==> src/rtl/div_pkg.sv <==
// Shared types and sizing helpers for the restoring divider.
package div_pkg;

  typedef enum logic [1:0] {
    IDLE,
    RUN,
    DONE
  } state_t;

  localparam int unsigned DEFAULT_WIDTH = 4;

  function automatic int unsigned cnt_width(input int unsigned w);
    return $clog2(w);
  endfunction

endpackage

==> src/rtl/div_step.sv <==
// One combinational restoring-division step: shift in a dividend bit, trial-subtract the divisor.
module div_step #(
  parameter int unsigned WIDTH = 4
) (
  input  logic [WIDTH-1:0] rem,
  input  logic             din,
  input  logic [WIDTH-1:0] divisor,
  output logic [WIDTH-1:0] rem_next,
  output logic             qbit
);

  logic [WIDTH:0]   t;
  logic [WIDTH-1:0] diff;

  assign t    = {rem, din};
  assign qbit = (t >= {1'b0, divisor});
  // Whenever the subtraction is kept, t - divisor < divisor, so the low bits are exact.
  assign diff     = t[WIDTH-1:0] - divisor;
  assign rem_next = qbit ? diff : t[WIDTH-1:0];

endmodule

==> src/rtl/divider_restoring_seq.sv <==
// Iterative unsigned restoring divider, one quotient bit per clock, MSB first.
// Optional zero-divisor short-cut and flag: define DIV_ZERO_CHECK_EN.
module divider_restoring_seq
  import div_pkg::*;
#(
  parameter int unsigned WIDTH = DEFAULT_WIDTH
) (
  input  logic             clk,
  input  logic             rst_n,
  input  logic             start,
  input  logic [WIDTH-1:0] a,
  input  logic [WIDTH-1:0] b,
  output logic             ready,
  output logic             valid,
  output logic [WIDTH-1:0] q,
  output logic [WIDTH-1:0] r,
  output logic             div_by_zero
);

  localparam int unsigned CW = cnt_width(WIDTH);

  state_t           state, state_nx;
  logic [CW-1:0]    cnt;
  logic [WIDTH-1:0] areg, breg, rem, qacc, qacc_nx, rem_nx;
  logic             qbit, accept, zskip;

  div_step #(.WIDTH(WIDTH)) u_step (
    .rem     (rem),
    .din     (areg[cnt]),
    .divisor (breg),
    .rem_next(rem_nx),
    .qbit    (qbit)
  );

`ifdef DIV_ZERO_CHECK_EN
  logic dz_q;
  assign zskip       = (breg == '0);
  assign div_by_zero = dz_q;
`else
  assign zskip       = 1'b0;
  assign div_by_zero = 1'b0;
`endif

  always_ff @(posedge clk or negedge rst_n) begin
    if (!rst_n) state <= IDLE;
    else        state <= state_nx;
  end

  always_comb begin
    state_nx = state;
    ready    = 1'b0;
    valid    = 1'b0;
    accept   = 1'b0;
    case (state)
      IDLE: begin
        ready = 1'b1;
        if (start) begin
          accept   = 1'b1;
          state_nx = RUN;
        end
      end
      RUN: begin
        if (zskip || cnt == '0) state_nx = DONE;
      end
      DONE: begin
        ready = 1'b1;
        valid = 1'b1;
        if (start) begin
          accept   = 1'b1;
          state_nx = RUN;
        end
      end
      default: state_nx = IDLE;
    endcase
  end

  always_comb begin
    qacc_nx      = qacc;
    qacc_nx[cnt] = qbit;
  end

  always_ff @(posedge clk or negedge rst_n) begin
    if (!rst_n) begin
      areg <= '0;
      breg <= '0;
      rem  <= '0;
      qacc <= '0;
      cnt  <= '0;
      q    <= '0;
      r    <= '0;
`ifdef DIV_ZERO_CHECK_EN
      dz_q <= 1'b0;
`endif
    end else if (accept) begin
      areg <= a;
      breg <= b;
      rem  <= '0;
      qacc <= '0;
      cnt  <= CW'(WIDTH - 1);
`ifdef DIV_ZERO_CHECK_EN
      dz_q <= 1'b0;
`endif
    end else if (state == RUN) begin
      if (zskip) begin
        // Same result the full iteration would give, without spending the cycles.
        q <= '1;
        r <= areg;
`ifdef DIV_ZERO_CHECK_EN
        dz_q <= 1'b1;
`endif
      end else begin
        rem  <= rem_nx;
        qacc <= qacc_nx;
        cnt  <= cnt - 1'b1;
        if (cnt == '0) begin
          q <= qacc_nx;
          r <= rem_nx;
        end
      end
    end
  end

endmodule

==> config.mk <==
export PLATFORM = sky130hd
export DESIGN_NAME = divider_restoring_seq
export DESIGN_NICKNAME = d
export VERILOG_FILES = /design/src/rtl/div_pkg.sv /design/src/rtl/div_step.sv /design/src/rtl/divider_restoring_seq.sv
export SDC_FILE = /design/constraint.sdc
export NUM_CORES = 1
export LEC_CHECK = 0
export CORE_ASPECT_RATIO = 0.6
export CORE_MARGIN = 2
export CORE_UTILIZATION = 35
export CTS_CLUSTER_DIAMETER = 80
export DETAILED_ROUTE_END_ITERATION = 16
export GPL_TIMING_DRIVEN = 0
export HOLD_SLACK_MARGIN = 0.03
export PLACE_DENSITY = 0.57
export SLEW_MARGIN = 5
export SYNTH_ARGS = -nofsm -noshare
export SYNTH_HDL_FRONTEND = slang
export SYNTH_HIERARCHICAL = 1
export SYNTH_SLANG_ARGS = --single-unit
==> constraint.sdc <==
create_clock -name clk -period 3 [get_ports clk]
set_input_delay 0.6 -clock clk [delete_from_list [all_inputs] [get_ports clk]]
set_output_delay 0.6 -clock clk [all_outputs]
set_load 0.02 [all_outputs]
==> results of run 1 <==
==> flip-flops by register name, summed over array words and instances, names as in the netlist <==
name / cells
areg: 4
breg: 4
q: 4
r: 4
rem: 4
qacc: 3
cnt: 2
state: 2
==> routing by layer <==
metal	part of all wire (%)	track usage [%]	up-vias
li1	-	-	478
met1	53	19.4	478
met2	44	22.1	18
met3	3.2	4.29	2
met4	0.46	2.34	0
met5	0	0	-
==> worst min-delay path by stage <==
stage                           from                  end  slack [ns]
floorplan                      rst_n  areg[0]$_DFFE_PN0P_        0.30
global placement    q[3]$_DFFE_PN0P_     q[3]$_DFFE_PN0P_        0.46
CTS                 q[2]$_DFFE_PN0P_     q[2]$_DFFE_PN0P_        0.50
global route                   rst_n  areg[1]$_DFFE_PN0P_        0.38
finish                         rst_n  areg[1]$_DFFE_PN0P_        0.33
detailed placement  q[2]$_DFFE_PN0P_     q[2]$_DFFE_PN0P_        0.47
==> per-stage QoR <==
| stage | utilization (%) | worst slack (ns) | instances | power (mW) |
|---|---|---|---|---|
| 2_1_floorplan | - | 0.726 | 127 | 1.59 |
| 3_3_place_gp | 42.2 | 0.571 | 197 | 1.89 |
| 3_5_place_dp | 42.2 | 0.531 | 197 | 1.96 |
| 4_1_cts | 43.4 | 0.512 | 201 | 2.17 |
| 5_1_grt | 43.3 | 0.402 | 201 | 2.33 |
| 6_report | 43.3 | 0.543 | 201 | 2.15 |
==> layout make-up <==
| type | instances | area share [%] |
|---|---|---|
| Buffer | 5 | 1.79 |
| Clock buffer | 3 | 2.37 |
| Clock inverter | 1 | 0.287 |
| Inverter | 10 | 2.15 |
| Multi-Input combinational cell | 85 | 39.9 |
| Sequential cell | 27 | 38.7 |
| Tap cell | 50 | 3.59 |
| Timing Repair Buffer | 20 | 11.2 |
==> power by group through the flow <==
| stage | registers, mW | logic (mW) | clock network [mW] |
|---|---|---|---|
| 3_5_place_dp | 0.686 | 1.28 | 0 |
| 6_report | 0.673 | 1.27 | 0.207 |
| 3_3_place_gp | 0.672 | 1.22 | 0 |
| 5_1_grt | 0.705 | 1.40 | 0.226 |
| 2_1_floorplan | 0.703 | 0.891 | 0 |
| 4_1_cts | 0.677 | 1.28 | 0.216 |
==> cell usage in the layout, fill, tap and decap left out, drive strengths merged <==
cell type      Yosys  final
conb               1      1
clkinv             1      2
mux4               1      1
o21ai             11     11
xor2               1      1
buf                5      6
nand4              1      1
a21oi              3      3
and3b              1      1
xnor2              1      1
nor2b              1      1
ha                 8      8
or2                1      1
mux2              14     14
clkbuf             0      3
a22o               1      1
nor2               8      8
inv                9      9
mux2i             11     11
clkdlybuf4s50      0     19
nand2b             3      3
nand3b             1      1
a22oi              2      2
nand2             11     11
fa                 1      1
dfrtp             27     27
nor3               3      3
==> cells by family after synthesis <==
kind of cell             Yosys count
multiplexers                      26
other                              1
adder cells (fa/ha/maj)            9
XOR/XNOR                           2
AND/OR/NAND/NOR                   30
AO/OA/AOI/OAI                     17
buffers and inverters             15
flip-flops                        27
==> critical path, stage by stage (launching register included) <==
cell and delay [ns]:
sky130_fd_sc_hd__dfrtp_1 0.48, sky130_fd_sc_hd__mux4_2 0.53, sky130_fd_sc_hd__inv_1 0.09, sky130_fd_sc_hd__ha_1 0.26, sky130_fd_sc_hd__nand4_1 0.10, sky130_fd_sc_hd__nand2_1 0.10, sky130_fd_sc_hd__nor2_4 0.21, sky130_fd_sc_hd__mux2i_1 0.30
sky130_fd_sc_hd__mux2i_1 0.10, sky130_fd_sc_hd__o21ai_0 0.20
==> key figures, run 1 <==
Status
  • Run status: completed

Logic synthesis
  • Cell count after synthesis: 127
  • Total of flip-flops plus latches after synthesis: 27
  • Top area cells in the synthesized netlist: sky130_fd_sc_hd__dfrtp_1 47%, sky130_fd_sc_hd__mux2_2 7.8%, sky130_fd_sc_hd__mux2i_1 7.6%, sky130_fd_sc_hd__ha_1 7.0%, sky130_fd_sc_hd__mux2_4 4.2%
  • Cell type contributing the most total cell area after synthesis: sky130_fd_sc_hd__dfrtp_1
  • Post-synthesis share of cell area spent on xor and xnor gates: approximately 1.2%
  • Commonest cells post-synth: 27 x sky130_fd_sc_hd__dfrtp_1, 11 x sky130_fd_sc_hd__mux2i_1, 11 x sky130_fd_sc_hd__nand2_1
  • Syn Nets: about 150
  • Simple logic cell fraction of the synthesized area: between 10% and 20%
  • Prevailing post-synth register cell: sky130_fd_sc_hd__dfrtp_1
  • Most common cell in the synthesized netlist: sky130_fd_sc_hd__dfrtp_1
  • Top cell type's share of synthesized area: a little under half
  • Share of flip-flops with an asynchronous set or reset after synthesis: 100%
  • Post-synth design cell area: roughly 1400 um2
  • Mux cell area share after synthesis: 21.2%
  • Yosys synthesis warning count: 6
  • Share of the synthesized area in compound gates (AO/OA/AOI/OAI): under 10%
  • Area share of fa/ha/maj cells after synthesis: between 8 and 9%
  • Mean instance size in the synthesized netlist: ~11 um2
  • Combinational family with the most area after synthesis: multiplexers
  • Count of different cell masters after synthesis: 32
  • Number of enable flip-flop cells after synthesis: 0
  • Share of synthesized area occupied by flip-flops and latches: around 47%

Timing
  • Slew at the pin with the worst max-slew slack: 0.674 ns
  • Period Utilization, post-route: 81.9%
  • Clock tree skew after final layout: around 0.0048 ns
  • Final-report setup violation count: 0
  • Setup Total Neg Slack: 0 ns
  • Final-report max-slew violation count: 0
  • Unrepaired setup endpoints after global routing: no
  • Achievable Freq: about 0.4 GHz
  • Post-layout min period: between 2 and 2.5 ns
  • Post-Route Hold Slack: 0.329 ns
  • Worst-case headroom to the max-slew limit: 54.9%
  • Final Hold Vio Count: 0

Power and ir drop
  • Power per Cell Area: roughly 1200 nW/um2
  • Fraction of power consumed by sequential logic: between 30% and 40%
  • Comb pwr share: around 60%
  • Leakage: about 0.8 nW
  • Net Sw Power: slightly below 0.9 mW
  • Max VDD drop: a little over 0.0003 V
  • Switching share of total power: roughly two fifths
  • Clock power frac: about a tenth
  • Internal portion of total power: between 1 and 1.5 mW

Route
  • Iter 0 DRT Violations: 33
  • Post-route antenna net violation count: 0
  • Average wire per standard cell: 14.1 um
  • Number of vias per cell after detailed routing: between 4 and 5
  • Router iterations before antenna repair: 4
  • DRC violations left: 0
  • Total wirelength of the detailed-routed design: approximately 2800 um
  • Total number of vias: 976

Layout
  • Area Overhead vs Synth: 21.1%
  • FF/Latch Area: about 680 um2
  • Final design area excluding fillers: around 1700 um2
  • Fillcell total: 370
  • Proportion of layout cells with a drive suffix above 1: 19.2%
  • Antenna diode count: 0
  • NumNets Final: between 150 and 200
  • Area occupied by multi-input gates: 696 um2

Placement
  • Area post-placement: 1700 um2
  • Global placer's final weighted congestion: 0.740
  • Count of buffers from port buffering: 20
  • HPWL after detailed placement: between 2000 and 2500 um

Clock network
  • Buffer cell driving the clock tree root: sky130_fd_sc_hd__clkbuf_8
  • Post-CTS Setup Inserts: 0
  • Count of cells resized by post-cts repair: 0
  • Later-pin clock latency in the skew report: 0.27 ns
  • Number of buffers created by CTS: 3
  • Worst-path clk slew: 0.09 ns
  • Clock tree from TritonCTS: done
  • Maximum count of clock buffers along a single path: 2
  • Number of clock sinks: 27
  • Maximum level of the CTS H-tree: 1
  • Hold-fix buffer count after cts: 0

GRT
  • Global-route wire length before repair: between 4000 and 5000 um
  • GRT Total Usage: between 10% and 20%
  • Vias in the first global route: 952
  • Initial antenna violation count: 0
  • Total global routing overflow: 0
  • Pin count of the biggest net entering global routing: 28

Die
  • Die footprint: roughly 4700 um2
  • Die height: approximately 54 um
  • Top-level I/O count: 22
  • DIE WIDTH: 86.8 um
  • Standard-cell rows: 18
  • CORE AREA: 4030 um2
  • Initial Util: 35.7%

Worst setup path
  • Worst reg-to-reg path cell count: 9
  • Register-to-register setup slack: 0.54 ns
  • Startpoint of the worst setup timing path: cnt[0]$_DFFE_PN0P_
  • Worst Path Class, Setup: register to register
  • Arrival time of the worst setup path: 2.64 ns
  • Endpoint of the lowest-slack register-to-register path: rem[1]$_DFFE_PN0P_
  • Maximum fanout count along the critical path: 5
  • Critical register-to-register path startpoint: cnt[0]$_DFFE_PN0P_
  • Worst Setup End Kind: register
  • CP endpoint: rem[1]$_DFFE_PN0P_
  • Category of the worst setup path launch point: register
  • Worst path required time: between 3 and 4 ns

Flow run
  • Max capacitance violation total: 0

Hold path
  • Class of the most critical hold timing path: primary input to asynchronous set/reset pin
Power figures use the tool's default switching activity.
==> inputs of run 2 (changes only) <==
--- a/config.mk
+++ b/config.mk
@@ -12,7 +12,7 @@
 export DETAILED_ROUTE_END_ITERATION = 16
 export GPL_TIMING_DRIVEN = 0
 export HOLD_SLACK_MARGIN = 0.03
-export PLACE_DENSITY = 0.57
+export PLACE_DENSITY = 0.59
 export SLEW_MARGIN = 5
 export SYNTH_ARGS = -nofsm -noshare
 export SYNTH_HDL_FRONTEND = slang
==> constraint.sdc (replaced) <==
create_clock -name clk -period 2.15 [get_ports clk]
set_input_delay 0.43 -clock clk [delete_from_list [all_inputs] [get_ports clk]]
set_output_delay 0.43 -clock clk [all_outputs]
set_load 0.02 [all_outputs]
==> run 2 against run 1 <==
  * The run now ends with negative setup slack left
  * Power increased by 54%
  * Design area increased by 4.3%
  * Largest cell class unchanged
  * Setup slack got worse by 0.60 ns
  * Combinational power up 64%
  * Via count fell by 0.20%
  * Non-clock buffer count is 5 higher
  * Worst hold slack worse by 0.17 ns
  * Critical path depth down 1
  * Wire length down 0.74%
==> key figures, run 2 (synthesized netlist as in run 1, its figures left out) <==
Route
  • Iter 0 DRT Violations: 26
  • Total wirelength of the detailed-routed design: 2800 um
  • Post-route antenna net violation count: 0
  • DRC violations left: 0
  • Total number of vias: approximately 1000
  • Router iterations before antenna repair: 4
  • Number of vias per cell after detailed routing: roughly 4.7
  • Average wire per standard cell: 13.6 um

Timing
  • Period Utilization, post-route: 102%
  • Slew at the pin with the worst max-slew slack: about 0.62 ns
  • Final-report max-slew violation count: 0
  • Final-report setup violation count: 2
  • Worst-case headroom to the max-slew limit: between 50% and 60%
  • Post-Route Hold Slack: 0.157 ns
  • Final Hold Vio Count: 0
  • Clock tree skew after final layout: approximately 0.0059 ns
  • Unrepaired setup endpoints after global routing: yes
  • Post-layout min period: 2.20 ns
  • Achievable Freq: 0.454 GHz
  • Worst Slack Setup Final: -0.0534 ns

Clock network
  • Number of buffers created by CTS: 3
  • Later-pin clock latency in the skew report: 0.28 ns
  • Worst-path clk slew: approximately 0.090 ns
  • Clock tree from TritonCTS: done
  • Maximum count of clock buffers along a single path: 2
  • Maximum level of the CTS H-tree: 1
  • Buffer cell driving the clock tree root: sky130_fd_sc_hd__clkbuf_8
  • Hold-fix buffer count after cts: 0
  • Number of clock sinks: 27

Worst setup path
  • Critical register-to-register path startpoint: cnt[0]$_DFFE_PN0P_
  • Worst path required time: 2.32 ns
  • Worst reg-to-reg path cell count: 8
  • CP endpoint: r[2]$_DFFE_PN0P_
  • Register-to-register setup slack: -0.05 ns
  • Startpoint of the worst setup timing path: cnt[0]$_DFFE_PN0P_
  • Cell repeated most along the worst path: sky130_fd_sc_hd__mux2_4
  • Cells along the critical path: mux4_2, inv_2, ha_4, nand4_1, nand2_2, nor2_4, mux2_4, mux2_4
  • Category of the worst setup path launch point: register
  • Arrival time of the worst setup path: about 2.4 ns
  • Biggest cell delay along the critical path: around 0.5 ns
  • Endpoint of the lowest-slack register-to-register path: r[2]$_DFFE_PN0P_
  • Worst Setup End Kind: register
  • Maximum fanout count along the critical path: 4
  • Slowest-stage cell, CP: sky130_fd_sc_hd__mux4_2
  • Worst Path Class, Setup: register to register

Hold path
  • Class of the most critical hold timing path: primary input to asynchronous set/reset pin

Die
  • Standard-cell rows: 18
  • Top-level I/O count: 22
  • Die footprint: 4660 um2
  • CORE AREA: 4030 um2
  • DIE WIDTH: between 80 and 90 um
  • Initial Util: around 36%
  • Die height: ~54 um

Placement
  • HPWL after detailed placement: between 2000 and 2500 um
  • Count of buffers from port buffering: 20
  • Area post-placement: about 1700 um2
  • Worst-case setup slack after placement: -0.171 ns
  • Global placer's final weighted congestion: roughly 0.72

GRT
  • Vias in the first global route: a little under 900
  • Global-route wire length before repair: around 4600 um
  • Initial antenna violation count: 0
  • Pin count of the biggest net entering global routing: 28
  • Total global routing overflow: 0
  • GRT Total Usage: a little over an eighth

Status
  • Violations in the final reports: negative setup slack
  • Run status: complete, but fails checks

Flow run
  • Max capacitance violation total: 0

Power and ir drop
  • Internal portion of total power: 1.99 mW
  • Leakage: 0.834 nW
  • Max VDD drop: around 0.00065 V
  • Comb pwr share: 62.8%
  • Net Sw Power: roughly 1.3 mW
  • Power per Cell Area: 1820 nW/um2
  • Clock power frac: 8.9%
  • Fraction of power consumed by sequential logic: between 20% and 30%
  • Switching share of total power: roughly two fifths

Layout
  • Most frequent cells in the layout: 25 x sky130_fd_sc_hd__dfrtp_1, 19 x sky130_fd_sc_hd__clkdlybuf4s50_1, 10 x sky130_fd_sc_hd__nand2_1, 10 x sky130_fd_sc_hd__mux2_2, 10 x sky130_fd_sc_hd__mux2i_1
  • Area Overhead vs Synth: 26.3%
  • Antenna diode count: 0
  • Most common library cell in the layout ignoring fill and taps: sky130_fd_sc_hd__dfrtp_1
  • Proportion of layout cells with a drive suffix above 1: around 28%
  • Fillcell total: ~380
  • Final design area excluding fillers: ~1800 um2
  • NumNets Final: between 150 and 200
[run 2: how the worst min path moves through the flow]
stage | startpoint | to | slack [ns] | cells after the start
after global routing | rst_n | state[1]$_DFFE_PN0P_ | 0.20 | 1
after CTS | q[2]$_DFFE_PN0P_ | q[2]$_DFFE_PN0P_ | 0.49 | 2
final | rst_n | qacc[1]$_DFFE_PN0P_ | 0.16 | 1
after detailed placement | q[2]$_DFFE_PN0P_ | q[2]$_DFFE_PN0P_ | 0.47 | 2
after floorplan | rst_n | areg[0]$_DFFE_PN0P_ | 0.13 | 0
after global placement | q[2]$_DFFE_PN0P_ | q[2]$_DFFE_PN0P_ | 0.46 | 2
[run 2: routing by layer]
metal	GRT usage, %	wire length, um	up-vias
met5	0	0	-
met4	1.56	31	0
met3	4.14	112	5
met2	20.6	1190	18
met1	18.4	1480	463
li1	-	-	488
[run 2: final cells by class]
class	instances	area (um2)	share of cell area (%)
buffer	4	27.5	1.51
sequential	27	678	37.3
tap	50	62.6	3.44
multi-input combinational	85	727	40.0
inverter	10	38.8	2.13
clock buffer	4	45.0	2.48
timing repair buffer	26	240	13.2
[run 2: power by group through the flow]
stage	logic [mW]	registers, mW	clock network (mW)
after global routing	2.28	0.978	0.329
after CTS	1.88	0.936	0.309
after global placement	1.79	0.939	0
final	2.08	0.936	0.295
after detailed placement	1.85	0.953	0
after floorplan	1.31	0.986	0
[run 2: repair_timing]
action                     CTS  global route
pin swaps                    0             1
buffers inserted             1             5
hold endpoints to repair     0             0
setup endpoints to repair   13            14
gates resized for setup      2             5
[run 2: through the flow]
step,power [mW],utilization (%),setup TNS (ns),std cells
2_1_floorplan,2.30,-,-0.0343,127
3_3_place_gp,2.73,42.8,-0.564,197
3_5_place_dp,2.80,42.8,-0.877,197
4_1_cts,3.13,44.2,-0.0947,202
5_1_grt,3.59,45.1,-0.527,206
6_report,3.31,45.1,-0.0744,206
[run 2: critical path, delay by kind of cell, from the launching register on]
| family | cells | cell delay (ns) |
|---|---|---|
| buf+inv | 1 | 0.09 |
| fa+ha+maj | 1 | 0.20 |
| flops | 1 | 0.38 |
| simple gates | 3 | 0.35 |
| mux | 3 | 1.08 |
